**src/rtl/mem_rr_arbiter.sv**
```systemverilog
// Round-robin arbiter that shares a single-port command memory between two REQ/ACK requesters.
// It runs one access per grant, waits out the memory read latency, and returns registered read data.
module mem_rr_arbiter #(
    parameter int ADDR_WIDTH = 8,
    parameter int DATA_WIDTH = 8,
    parameter int RD_LATENCY = 1
) (
    input  logic                  clk_i,
    input  logic                  rst_n_i,
    input  logic                  req_a_i,
    input  logic                  req_b_i,
    input  logic                  rw_a_i,
    input  logic                  rw_b_i,
    input  logic [ADDR_WIDTH-1:0] addr_a_i,
    input  logic [ADDR_WIDTH-1:0] addr_b_i,
    input  logic [DATA_WIDTH-1:0] wdata_a_i,
    input  logic [DATA_WIDTH-1:0] wdata_b_i,
    output logic                  ack_a_o,
    output logic                  ack_b_o,
    output logic                  gnt_a_o,
    output logic                  gnt_b_o,
    output logic [DATA_WIDTH-1:0] rdata_o,
    output logic                  rdata_valid_o,
    output logic                  mem_en_o,
    output logic                  mem_rw_o,
    output logic [ADDR_WIDTH-1:0] mem_addr_o,
    output logic [DATA_WIDTH-1:0] mem_wdata_o,
    input  logic [DATA_WIDTH-1:0] mem_rdata_i,
    output logic                  busy_o
);

    typedef enum logic [1:0] {IDLE, ISSUE, WAIT_RD, DONE} state_t;

    localparam logic [3:0] RD_LAT = 4'(RD_LATENCY);

    state_t                state_q;
    logic                  last_b_q;
    logic                  win_b_q;
    logic [3:0]            cnt_q;
    logic                  ack_a_q, ack_b_q;
    logic                  gnt_a_q, gnt_b_q;
    logic [DATA_WIDTH-1:0] rdata_q;
    logic                  rdata_valid_q;
    logic                  mem_en_q, mem_rw_q;
    logic [ADDR_WIDTH-1:0] mem_addr_q;
    logic [DATA_WIDTH-1:0] mem_wdata_q;

    // B wins only if A is idle, or on a tie when A was the previous winner.
    logic pick_b_d;
    logic any_req_d;
    assign pick_b_d  = req_b_i & (~req_a_i | ~last_b_q);
    assign any_req_d = req_a_i | req_b_i;

    always_ff @(posedge clk_i or negedge rst_n_i) begin
        if (!rst_n_i) begin
            state_q       <= IDLE;
            last_b_q      <= 1'b1;
            win_b_q       <= 1'b0;
            cnt_q         <= 4'd0;
            ack_a_q       <= 1'b0;
            ack_b_q       <= 1'b0;
            gnt_a_q       <= 1'b0;
            gnt_b_q       <= 1'b0;
            rdata_q       <= '0;
            rdata_valid_q <= 1'b0;
            mem_en_q      <= 1'b0;
            mem_rw_q      <= 1'b0;
            mem_addr_q    <= '0;
            mem_wdata_q   <= '0;
        end else begin
            case (state_q)
                IDLE: begin
                    if (any_req_d) begin
                        win_b_q     <= pick_b_d;
                        last_b_q    <= pick_b_d;
                        gnt_a_q     <= ~pick_b_d;
                        gnt_b_q     <= pick_b_d;
                        mem_rw_q    <= pick_b_d ? rw_b_i : rw_a_i;
                        mem_addr_q  <= pick_b_d ? addr_b_i : addr_a_i;
                        mem_wdata_q <= pick_b_d ? wdata_b_i : wdata_a_i;
                        mem_en_q    <= 1'b1;
                        state_q     <= ISSUE;
                    end
                end
                ISSUE: begin
                    mem_en_q <= 1'b0;
                    if (mem_rw_q) begin
                        ack_a_q <= ~win_b_q;
                        ack_b_q <= win_b_q;
                        state_q <= DONE;
                    end else begin
                        cnt_q   <= RD_LAT;
                        state_q <= WAIT_RD;
                    end
                end
                WAIT_RD: begin
                    if (cnt_q == 4'd1) begin
                        rdata_q       <= mem_rdata_i;
                        rdata_valid_q <= 1'b1;
                        ack_a_q       <= ~win_b_q;
                        ack_b_q       <= win_b_q;
                        cnt_q         <= 4'd0;
                        state_q       <= DONE;
                    end else begin
                        cnt_q <= cnt_q - 4'd1;
                    end
                end
                DONE: begin
                    ack_a_q       <= 1'b0;
                    ack_b_q       <= 1'b0;
                    rdata_valid_q <= 1'b0;
                    gnt_a_q       <= 1'b0;
                    gnt_b_q       <= 1'b0;
                    state_q       <= IDLE;
                end
                default: state_q <= IDLE;
            endcase
        end
    end

    assign ack_a_o       = ack_a_q;
    assign ack_b_o       = ack_b_q;
    assign gnt_a_o       = gnt_a_q;
    assign gnt_b_o       = gnt_b_q;
    assign rdata_o       = rdata_q;
    assign rdata_valid_o = rdata_valid_q;
    assign mem_en_o      = mem_en_q;
    assign mem_rw_o      = mem_rw_q;
    assign mem_addr_o    = mem_addr_q;
    assign mem_wdata_o   = mem_wdata_q;
    assign busy_o        = (state_q != IDLE);

endmodule

```
**config.mk**
```make
export PLATFORM = sky130hd
export DESIGN_NAME = mem_rr_arbiter
export DESIGN_NICKNAME = d
export VERILOG_FILES = /design/src/rtl/mem_rr_arbiter.sv
export SDC_FILE = /design/constraint.sdc
export NUM_CORES = 1
export LEC_CHECK = 0
export CORE_MARGIN = 3
export CORE_UTILIZATION = 42
export CTS_CLUSTER_DIAMETER = 50
export CTS_CLUSTER_SIZE = 25
export DETAILED_ROUTE_END_ITERATION = 6
export MAX_ROUTING_LAYER = met4
export PLACE_DENSITY = 0.79
export SLEW_MARGIN = 20
export SYNTH_ARGS = -nofsm -noshare
export SYNTH_HDL_FRONTEND = slang
export SYNTH_SLANG_ARGS = --single-unit
```
**constraint.sdc**
```tcl
create_clock -name clk_i -period 2.25 [get_ports clk_i]
set_input_delay 0.3375 -clock clk_i [delete_from_list [all_inputs] [get_ports clk_i]]
set_output_delay 0.3375 -clock clk_i [all_outputs]
set_load 0.01 [all_outputs]
```
==> results by group, run 1 <==
Die
  • Die area: 5250 um^2
  • Die Wd: 72.5 um
  • Initial Util: 44.8%
  • Num rows: 23
  • Core Region: 4140 um^2
  • Die Y: between 70 and 80 um
  • # IOs: 78

Timing
  • Max-slew violation count: 0
  • Fmax: roughly 0.48 GHz
  • Slew @ Worst Pin: 0.834 ns
  • RSZ-0062 raised after global routing: no
  • Final setup TNS: 0 ns
  • Final worst-path cycle share: between 90 and 100%
  • Final Hold Vio Count: 0
  • Final worst slack: 0.146 ns
  • Rel. slew slack: about 44%
  • Clock skew: about 0.0048 ns
  • Final setup viols: 0
  • Min cycle time layout: 2.10 ns

Run status
  • Outcome: completed

Finish
  • Number of fill cells: 358
  • Final core utilization: 66.3%
  • Layout cells sized above 1: under 10%
  • Area growth from synthesis to layout: 48.1%
  • Final nets: 299
  • Fin cells: slightly below 300
  • N_diodes: 0
  • Design area: 2750 um^2

Critical path
  • Peak fanout along the critical path: 9
  • Crit Path Category: reg -> out
  • Required @ worst endpoint: approximately 1.9 ns
  • Critical path endpoint category: output port
  • Cell chain of the critical path: inv_1 > ha_1 > inv_1 > clkdlybuf4s50_1
  • Slowest cell on crit path: clkdlybuf4s50_1
  • Critical Path Source Type: flip-flop
  • Slowest stage delay, CP: 0.48 ns
  • Crit path top cell by count: inv_1
  • Critical path arrival: approximately 1.8 ns

Route
  • Drt total wl: about 4.1 mm
  • DR WL/cell: approximately 14 um
  • Drt first pass iters: 4
  • Total number of vias: 1488
  • DRT iter0 DRCs: 90
  • Routed Antenna Nets: 0
  • DR vias/cell: 5.01
  • DRC viols: 0

Placed design
  • # port buffers: 77
  • Final GP Congestion: 0.816
  • Placed Cells incl. Taps: 289
  • HPWL after DPL: 3.17 mm
  • Placed cell areas: ~2700 um^2
  • Place WS: 0.336 ns

Clock network
  • Root Buffer: clkbuf_8
  • CTS buffer count: 5
  • Clock transition at path regs: about 0.070 ns
  • H-Tree Level Count: 2
  • Post-CTS Setup Bufs: 0
  • Sinks on Clock Net: 39
  • Clock buffer depth: 2
  • Worst-Skew Late Latency: 0.29 ns
  • Post-CTS sizing: 0
  • CTS Hold Buffers Added: 0
  • CTS tree: built

Yosys
  • Register bit total from synthesis: 39
  • Synth Flop Type: dfrtp_1
  • Most common cell in the netlist: dfrtp_1
  • Synth warnings: 0
  • Avg Cell Area, Syn: 11.1 um^2
  • Synth cell types: 33
  • Sequential-to-total area share from yosys stat: 52.7%
  • Post-Syn Area: 1860 um^2
  • Post-synth top area share: 51.2%
  • Post-synth top area cell: dfrtp_1
  • List of most frequent post-synthesis cells: 38 x dfrtp_1, 21 x nand2_1, 20 x o21ai_0
  • EDFF count, synth: 0
  • Gate Count Post-Synth: 167
  • Syn nets: 220
  • Ys async rst share: 100%
  • Ranking of synthesized cells by area: dfrtp_1 51%, mux2i_1 10%, mux2_1 6.1%

Pwr
  • Leak: approximately 1.2 nW
  • Max rail drop VDD: around 540 uV
  • Power Dens Cells: around 1300 nW/um^2

Global route
  • Vias in the first global route: 1528
  • Gr usage total: 18.0%
  • Initial antenna violation count: 0
  • Gr ovfl total: 0
  • Largest net degree at the start of global routing: 40
  • First-pass GRT wire length: 6.98 mm

Hold path
  • Worst Hold Class: in -> async

Run
  • MaxCap Viol Count: 0
## flip-flops by register name (all words and copies together), names as in the netlist
signal and cells:
mem_addr_o 8, gnt_a_o 1, mem_rw_o 1, last_b_q 1, rdata_o 8, mem_wdata_o 8, gnt_b_o 1, rdata_valid_o 1
win_b_q 1, ack_b_o 1, ack_a_o 1, state_q 2, cnt_q 4, mem_en_o 1
## layout by cell type (no fill, tap or decap), drive strengths merged
cell | synthesis | layout
buf | 3 | 3
dfrtp | 38 | 38
nor4 | 1 | 1
o21ai | 24 | 24
o21bai | 1 | 1
nor2 | 5 | 5
inv | 8 | 8
dfstp | 1 | 1
clkbuf | 4 | 7
mux2 | 10 | 10
o2bb2ai | 1 | 1
nor2b | 3 | 3
o22ai | 1 | 1
clkinv | 0 | 1
mux2i | 19 | 19
a22o | 2 | 2
a22oi | 1 | 1
a32o | 1 | 1
nor3b | 1 | 1
or3b | 1 | 1
ha | 7 | 7
nor3 | 2 | 2
nand2 | 21 | 21
clkdlybuf4s50 | 0 | 76
a31oi | 1 | 1
a21oi | 6 | 6
and2 | 2 | 2
a211oi | 1 | 1
nand3b | 2 | 2
## power by group
| group | leakage (nW) | switching (W) | internal, W |
|---|---|---|---|
| Clock | 0.0422 | 0.000231 | 0.000217 |
| Sequential | 0.477 | 0.000191 | 0.00104 |
| Combinational | 0.676 | 0.000852 | 0.000965 |
## cell type report
type	instances	area (um^2)	area share (%)
clock buffers	7	76.3	2.78
inverters	8	30.0	1.09
clock inverters	1	5.00	0.182
well taps	50	62.6	2.28
flip-flops and latches	39	977	35.5
multi-input cells	113	817	29.7
repair buffers	79	781	28.4
## per-layer routing
layer  up-vias  GRT usage, %  wire, um
met1       687          20.9      1690
met2        59          28.1      1900
li1        736             -         -
met4         0          5.53        54
met5         -             -         0
met3         6          7.89       419
## per-stage QoR
stage	total power [W]	hold slack [ns]
floorplan	0.00223	0.0419
global placement	0.00303	0.460
detailed placement	0.00309	0.469
CTS	0.00355	0.183
global route	0.00381	0.209
finish	0.00350	0.142
## worst max-delay path, delay by kind of cell, from the launching register on
kind       cells  cell delay, ns
fa+ha+maj      1            0.37
buf+inv        3            0.70
flops          1            0.41
## worst paths after layout
kind | start | end | slack, ns | cells after the start
max | state_q[0] | busy_o | 0.15 | 4
min | rst_n_i | mem_addr_o[3] | 0.14 | 1
max reg2reg | state_q[0] | cnt_q[3] | 0.31 | 6
min reg2reg | mem_wdata_o[2] | mem_wdata_o[2] | 0.48 | 2
max in group asynchronous | rst_n_i | rdata_o[6] | 1.58 | 1
min in group clk_i | mem_wdata_o[2] | mem_wdata_o[2] | 0.48 | 2
## kinds of logic after synthesis
kind of cell | count (synthesis) | share of synthesized area, %
multiplexers | 29 | 16.3
adder cells (fa/ha/maj) | 7 | 4.72
buffers and inverters | 15 | 3.51
flip-flops | 39 | 52.7
AO/OA/AOI/OAI | 39 | 12.1
AND/OR/NAND/NOR | 38 | 10.7
Power figures use the tool's default switching activity.
==> run 2, diff against run 1 <==
==> config.mk (replaced) <==
export PLATFORM = sky130hd
export DESIGN_NAME = mem_rr_arbiter
export DESIGN_NICKNAME = d
export VERILOG_FILES = /design/src/rtl/mem_rr_arbiter.sv
export SDC_FILE = /design/constraint.sdc
export NUM_CORES = 1
export LEC_CHECK = 0
export CELL_PAD_IN_SITES_DETAIL_PLACEMENT = 1
export CELL_PAD_IN_SITES_GLOBAL_PLACEMENT = 2
export CORE_MARGIN = 3
export CORE_UTILIZATION = 25
export CTS_CLUSTER_DIAMETER = 50
export CTS_CLUSTER_SIZE = 25
export DETAILED_ROUTE_END_ITERATION = 6
export MAX_ROUTING_LAYER = met4
export PLACE_DENSITY_LB_ADDON = 0.1
export SYNTH_ARGS = -nofsm -noshare
export SYNTH_HDL_FRONTEND = slang
export SYNTH_SLANG_ARGS = --single-unit
==> run 2 against run 1 <==
Compared with the run above: clock skew hardly changed; die area is 62% higher; critical path depth stayed put; non-clock buffer count is 5 higher; clock power is 2% lower; hold slack worse by 0.11 ns; count of clock-buffer cells in the layout is 1 lower; global-route usage is 5.7 points lower; worst setup slack better by 0.12 ns; critical endpoint unchanged.
==> results by group, run 2 (synthesis results as in run 1) <==
Run status
  • Outcome: completed

Route
  • M1 wire length: 2.17 mm (+29%)
  • DR WL/cell: 13.8 um (+0.82%)
  • DRT iter0 DRCs: 22 (-76%)
  • Routed Antenna Nets: 0 (unchanged)
  • Total number of vias: 1512 (+1.6%)
  • Drt total wl: 4.77 mm (+17%)
  • Met3 WL: 297 um (-29%)
  • DRC viols: 0 (unchanged)
  • DR vias/cell: 4.37 (-13%)
  • Max layer used: met4
  • Drt first pass iters: 4 (unchanged)
  • DR WL met2: 2.28 mm (+20%)

Global route
  • Gr usage total: 12.2% (-5.7 points)
  • Largest net degree at the start of global routing: 36 (-10%)
  • Gr ovfl total: 0 (unchanged)
  • Initial antenna violation count: 0 (unchanged)
  • Vias in the first global route: 1615 (+5.7%)
  • First-pass GRT wire length: 8.07 mm (+16%)

Pwr
  • Pint: 0.00225 W (+1.3%)
  • Clock Power Share: 12.3% (-0.5 points)
  • Switching Fraction: 36.6% (+0.19 points)
  • Power Dens Cells: 1250 nW/um^2 (-1.9%)
  • Leak: 1.22 nW (+2.0%)
  • Comb pwr share: 53.1% (+1.1 points)
  • Max rail drop VDD: 315 uV (-42%)
  • Power share of the sequential group: 34.6% (-0.6 points)
  • Sw power: 0.00130 W (+2.1%)

Finish
  • Layout cells sized above 1: 7.60% (+1.5 points)
  • Commonest non-fill, non-tap cell in the layout: clkdlybuf4s50_1
  • N_diodes: 0 (unchanged)
  • Reg area: 977 um^2 (unchanged)
  • Number of fill cells: 796 (+120%)
  • Final core utilization: 40.8% (-26 points)
  • Final nets: 304 (+1.7%)
  • Area taken by multi-input logic gates: 817 um^2 (unchanged)
  • Commonest cells after routing, fill and taps aside: 76 x clkdlybuf4s50_1, 38 x dfrtp_1, 21 x nand2_1
  • Design area: 2850 um^2 (+3.6%)
  • Area growth from synthesis to layout: 53.5%

Timing
  • Min cycle time layout: 1.99 ns (-0.117 ns)
  • RSZ-0062 raised after global routing: no
  • Final hold slack: 0.0346 ns (-0.107 ns)
  • Final worst-path cycle share: 88.3% (-5.2 points)
  • Final Hold Vio Count: 0 (unchanged)
  • Slew @ Worst Pin: 0.554 ns (-0.281 ns)
  • Fmax: 0.503 GHz (+5.9%)
  • Rel. slew slack: 63.1% (+19 points)
  • Final setup viols: 0 (unchanged)
  • Clock skew: 0.00477 ns (-0.0000158 ns)
  • Max-slew violation count: 0 (unchanged)
  • Final worst slack: 0.263 ns (+0.117 ns)
  • Final setup TNS: 0 ns (unchanged)

Critical path
  • CP Buf/Inv Count: 3 (unchanged)
  • Critical path endpoint category: output port
  • Peak fanout along the critical path: 4 (-5)
  • Slowest cell on crit path: clkdlybuf4s50_1
  • Cell chain of the critical path: inv_1 > ha_1 > inv_1 > clkdlybuf4s50_1
  • Critical Path Source Type: flip-flop
  • Crit path top cell by count: inv_1
  • Required @ worst endpoint: 1.91 ns (about the same)
  • Critical path arrival: 1.65 ns (-0.12 ns)
  • Slowest stage delay, CP: 0.53 ns (+0.05 ns)
  • Cell family with most CP delay: buffers and inverters
  • Crit Path Category: reg -> out

Hold path
  • Worst Hold Class: in -> async

Die
  • Core Region: 6980 um^2 (+68%)
  • Die area: 8490 um^2 (+62%)
  • Initial Util: 26.6% (-18 points)
  • Die Wd: 92.2 um (+27%)
  • Num rows: 30 (+30%)
  • # IOs: 78 (unchanged)
  • Die Y: 92.2 um (+27%)

Placed design
  • HPWL after DPL: 3.69 mm (+16%)
  • Placed cell areas: 2780 um^2 (+4.0%)
  • # port buffers: 77 (unchanged)
  • Final GP Congestion: 0.748 (-8.2%)
  • Place WS: 0.308 ns (-0.0278 ns)

Clock network
  • H-Tree Level Count: 2 (unchanged)
  • Post-CTS Setup Bufs: 0 (unchanged)
  • Clock buffer depth: 2 (unchanged)
  • CTS buffer count: 5 (unchanged)
  • Post-CTS sizing: 0 (unchanged)
  • Root Buffer: clkbuf_8
  • Clock transition at path regs: 0.07 ns (about the same)
  • CTS Hold Buffers Added: 0 (unchanged)
  • Worst-Skew Late Latency: 0.28 ns (about the same)
  • CTS tree: built
  • Sinks on Clock Net: 39 (unchanged)

Run
  • MaxCap Viol Count: 0 (unchanged)
-- run 2: power groups by stage --
stage | clock network (W) | logic (W) | registers [W]
after floorplan | 0 | 0.000881 | 0.00135
after global placement | 0 | 0.00191 | 0.00123
after detailed placement | 0 | 0.00193 | 0.00125
after CTS | 0.000471 | 0.00193 | 0.00124
after global routing | 0.000495 | 0.00210 | 0.00129
final | 0.000437 | 0.00189 | 0.00123
-- run 2: final cells by class --
cell class              count  area share (%)
well taps                  96            4.22
multi-input cells         113            28.7
inverters                   8            1.05
flip-flops and latches     39            34.3
clock buffers               6            2.55
repair buffers             84            29.2
-- run 2: worst register-to-register path, cell delays in order (launching register included) --
cell	delay [ns]
dfrtp_1	0.39
inv_1	0.11
ha_1	0.14
or3b_1	0.48
and2_4	0.23
nor3_4	0.14
mux2_1	0.34
-- run 2: path summary, 6_finish.rpt --
kind                                 start         end  slack, ns  cells after the start
worst min-delay path               rst_n_i  rdata_o[0]       0.03                      1
worst max-delay path            state_q[1]      busy_o       0.26                      4
min in group clk_i              rdata_o[6]  rdata_o[6]       0.48                      1
worst max register to register    cnt_q[1]     ack_b_o       0.31                      6
worst min register to register  rdata_o[6]  rdata_o[6]       0.48                      1
max in group asynchronous          rst_n_i    last_b_q       1.59                      2
-- run 2: layer usage --
layer,global-route usage (%),vias to the layer above
li1,-,744
met1,14.5,708
met2,20.4,56
met3,3.53,4
met4,3.34,0
met5,-,-
-- run 2: per-stage QoR --
step | power (W) | std cells
2_1_floorplan | 0.00223 | 167
5_1_grt | 0.00388 | 346
3_5_place_dp | 0.00317 | 340
4_1_cts | 0.00364 | 346
6_report | 0.00355 | 346
3_3_place_gp | 0.00314 | 340
==> RTL change (config.mk and constraints of run 1) <==
Set the parameter `DATA_WIDTH` to 6 (it was 8).
--- a/src/rtl/mem_rr_arbiter.sv
+++ b/src/rtl/mem_rr_arbiter.sv
@@ -2,7 +2,7 @@
 // It runs one access per grant, waits out the memory read latency, and returns registered read data.
 module mem_rr_arbiter #(
     parameter int ADDR_WIDTH = 8,
-    parameter int DATA_WIDTH = 8,
+    parameter int DATA_WIDTH = 6,
     parameter int RD_LATENCY = 1
 ) (
     input  logic                  clk_i,
Ports: changed (5 resized); port bits go from 78 to 68. No check against the original RTL was run, so the function may have changed too.
==> RTL change against run 1 <==
- routed wire length down 13%
- via count down 8.2%
- hold slack worse by 0.021 ns
- synthesized cell count down 4.8%
- design area down 7.3%
- power down 3.7%
- synthesized area down 8.0%
- sequential cell count down 4
- clock power up 29%
- sequential power down 9%
- critical path type unchanged
- worst setup slack better by 0.019 ns
- utilization up 0.73 points
==> RTL change: results (changes against run 1) <==
| Metric | Value |
|---|---|
| Outcome | finished clean |
| Ranking of synthesized cells by area | dfrtp_1 50%, mux2i_1 10%, o21ai_0 6.7% |
| Sequential area share after synthesis | 51.4% (-1.3 points) |
| Fillers | 334 (-6.7%) |
| CP Max Fanout | 9 (unchanged) |
| Drt initial violations | 76 (-16%) |
| Total GRT Usage | 15.9% (-2.1 points) |
| Clk_lat worst skew | 0.29 ns (about the same) |
| Maximum vdd drop | 0.550 mV (+1.1%) |
| Crit path arrival time | 1.75 ns (-0.02 ns) |
| Top cell type's share of synthesized area | 49.8% (-1.4 points) |
| Skew final | 0.00847 ns (+0.00369 ns) |
| Hold_buf cts | 0 (unchanged) |
| CP Launch Point | state_q[1] |
| First-pass GRT wire length | 6000 um (-14%) |
| Pin count of the biggest net entering global routing | 36 (-10%) |
| Via density | 4.91 (-1.9%) |
| Mapped Nets | 206 (-6.4%) |
| P_leak | 1.12 nW (-6.3%) |
| Setup repair bufs after CTS | 0 (unchanged) |
| Number of global-route vias before repair | 1345 (-12%) |
| Post-synth top cells | 34 x dfrtp_1, 23 x o21ai_0, 21 x nand2_1, 17 x mux2i_1, 9 x mux2_2 |
| Critical R2R Launch | cnt_q[1] |
| Share of cells above drive strength 1 | 12.2% (+6.1 points) |
| Synth cell types | 34 (+3.0%) |
| WL per Instance | 12.7 um (-6.9%) |
| PortBufs | 67 (-13%) |
| Max_slew headroom | 37.3% (-7.0 points) |
| Placer Congestion | 0.733 (-10%) |
| Final net count | 276 (-7.7%) |
## RTL change: final timing paths
check,end,slack (ns),cells past startpoint
max,busy_o,0.16,4
min,gnt_b_o,0.12,1
max reg2reg,ack_b_o,0.34,6
min reg2reg,mem_wdata_o[3],0.48,2
max in group asynchronous,ack_b_o,1.65,1
min in group clk_i,mem_wdata_o[3],0.48,2
## RTL change: kinds of logic after synthesis
group	share of synthesized area, %
muxes	15.9
DFF	51.4
adders and majority gates	5.13
and+or+nand+nor	12.2
buffers and inverters	3.96
AOI/OAI and AO/OA	11.4
## RTL change: through the flow
step,total power (W),instance area (um2),std cells,setup slack [ns]
3_3_place_gp,0.00278,2430,270,0.150
3_5_place_dp,0.00283,2430,270,0.134
6_report,0.00337,2550,278,0.165
5_1_grt,0.00365,2550,278,0.0583
2_1_floorplan,0.00207,1710,159,0.463
4_1_cts,0.00342,2550,278,0.152
## RTL change: final cells by class
type	count	area, um2	share of cell area (%)
Clock buffer	6	82.6	3.24
Tap cell	48	60.1	2.36
Sequential cell	35	877	34.4
Inverter	8	30.0	1.18
Multi-Input combinational cell	108	767	30.1
Clock inverter	2	35.0	1.38
Timing Repair Buffer	71	696	27.3
## RTL change: critical path, stage by stage, from the launching register on
cell             delay [ns]
dfrtp_1                0.42
inv_1                  0.13
ha_1                   0.35
inv_1                  0.08
clkdlybuf4s50_1        0.48
## RTL change: power by group
| part | internal [W] | switching, W |
|---|---|---|
| Combinational | 0.000910 | 0.000758 |
| Clock | 0.000358 | 0.000218 |
| Sequential | 0.000944 | 0.000180 |
## RTL change: layer usage
| layer | part of all wire [%] | vias to the layer above | track usage (%) |
|---|---|---|---|
| met5 | 0 | - | - |
| met3 | 12 | 5 | 8.70 |
| met4 | 1.4 | 0 | 5.11 |
| met2 | 44 | 62 | 24.3 |
| met1 | 43 | 610 | 17.6 |
| li1 | - | 689 | - |
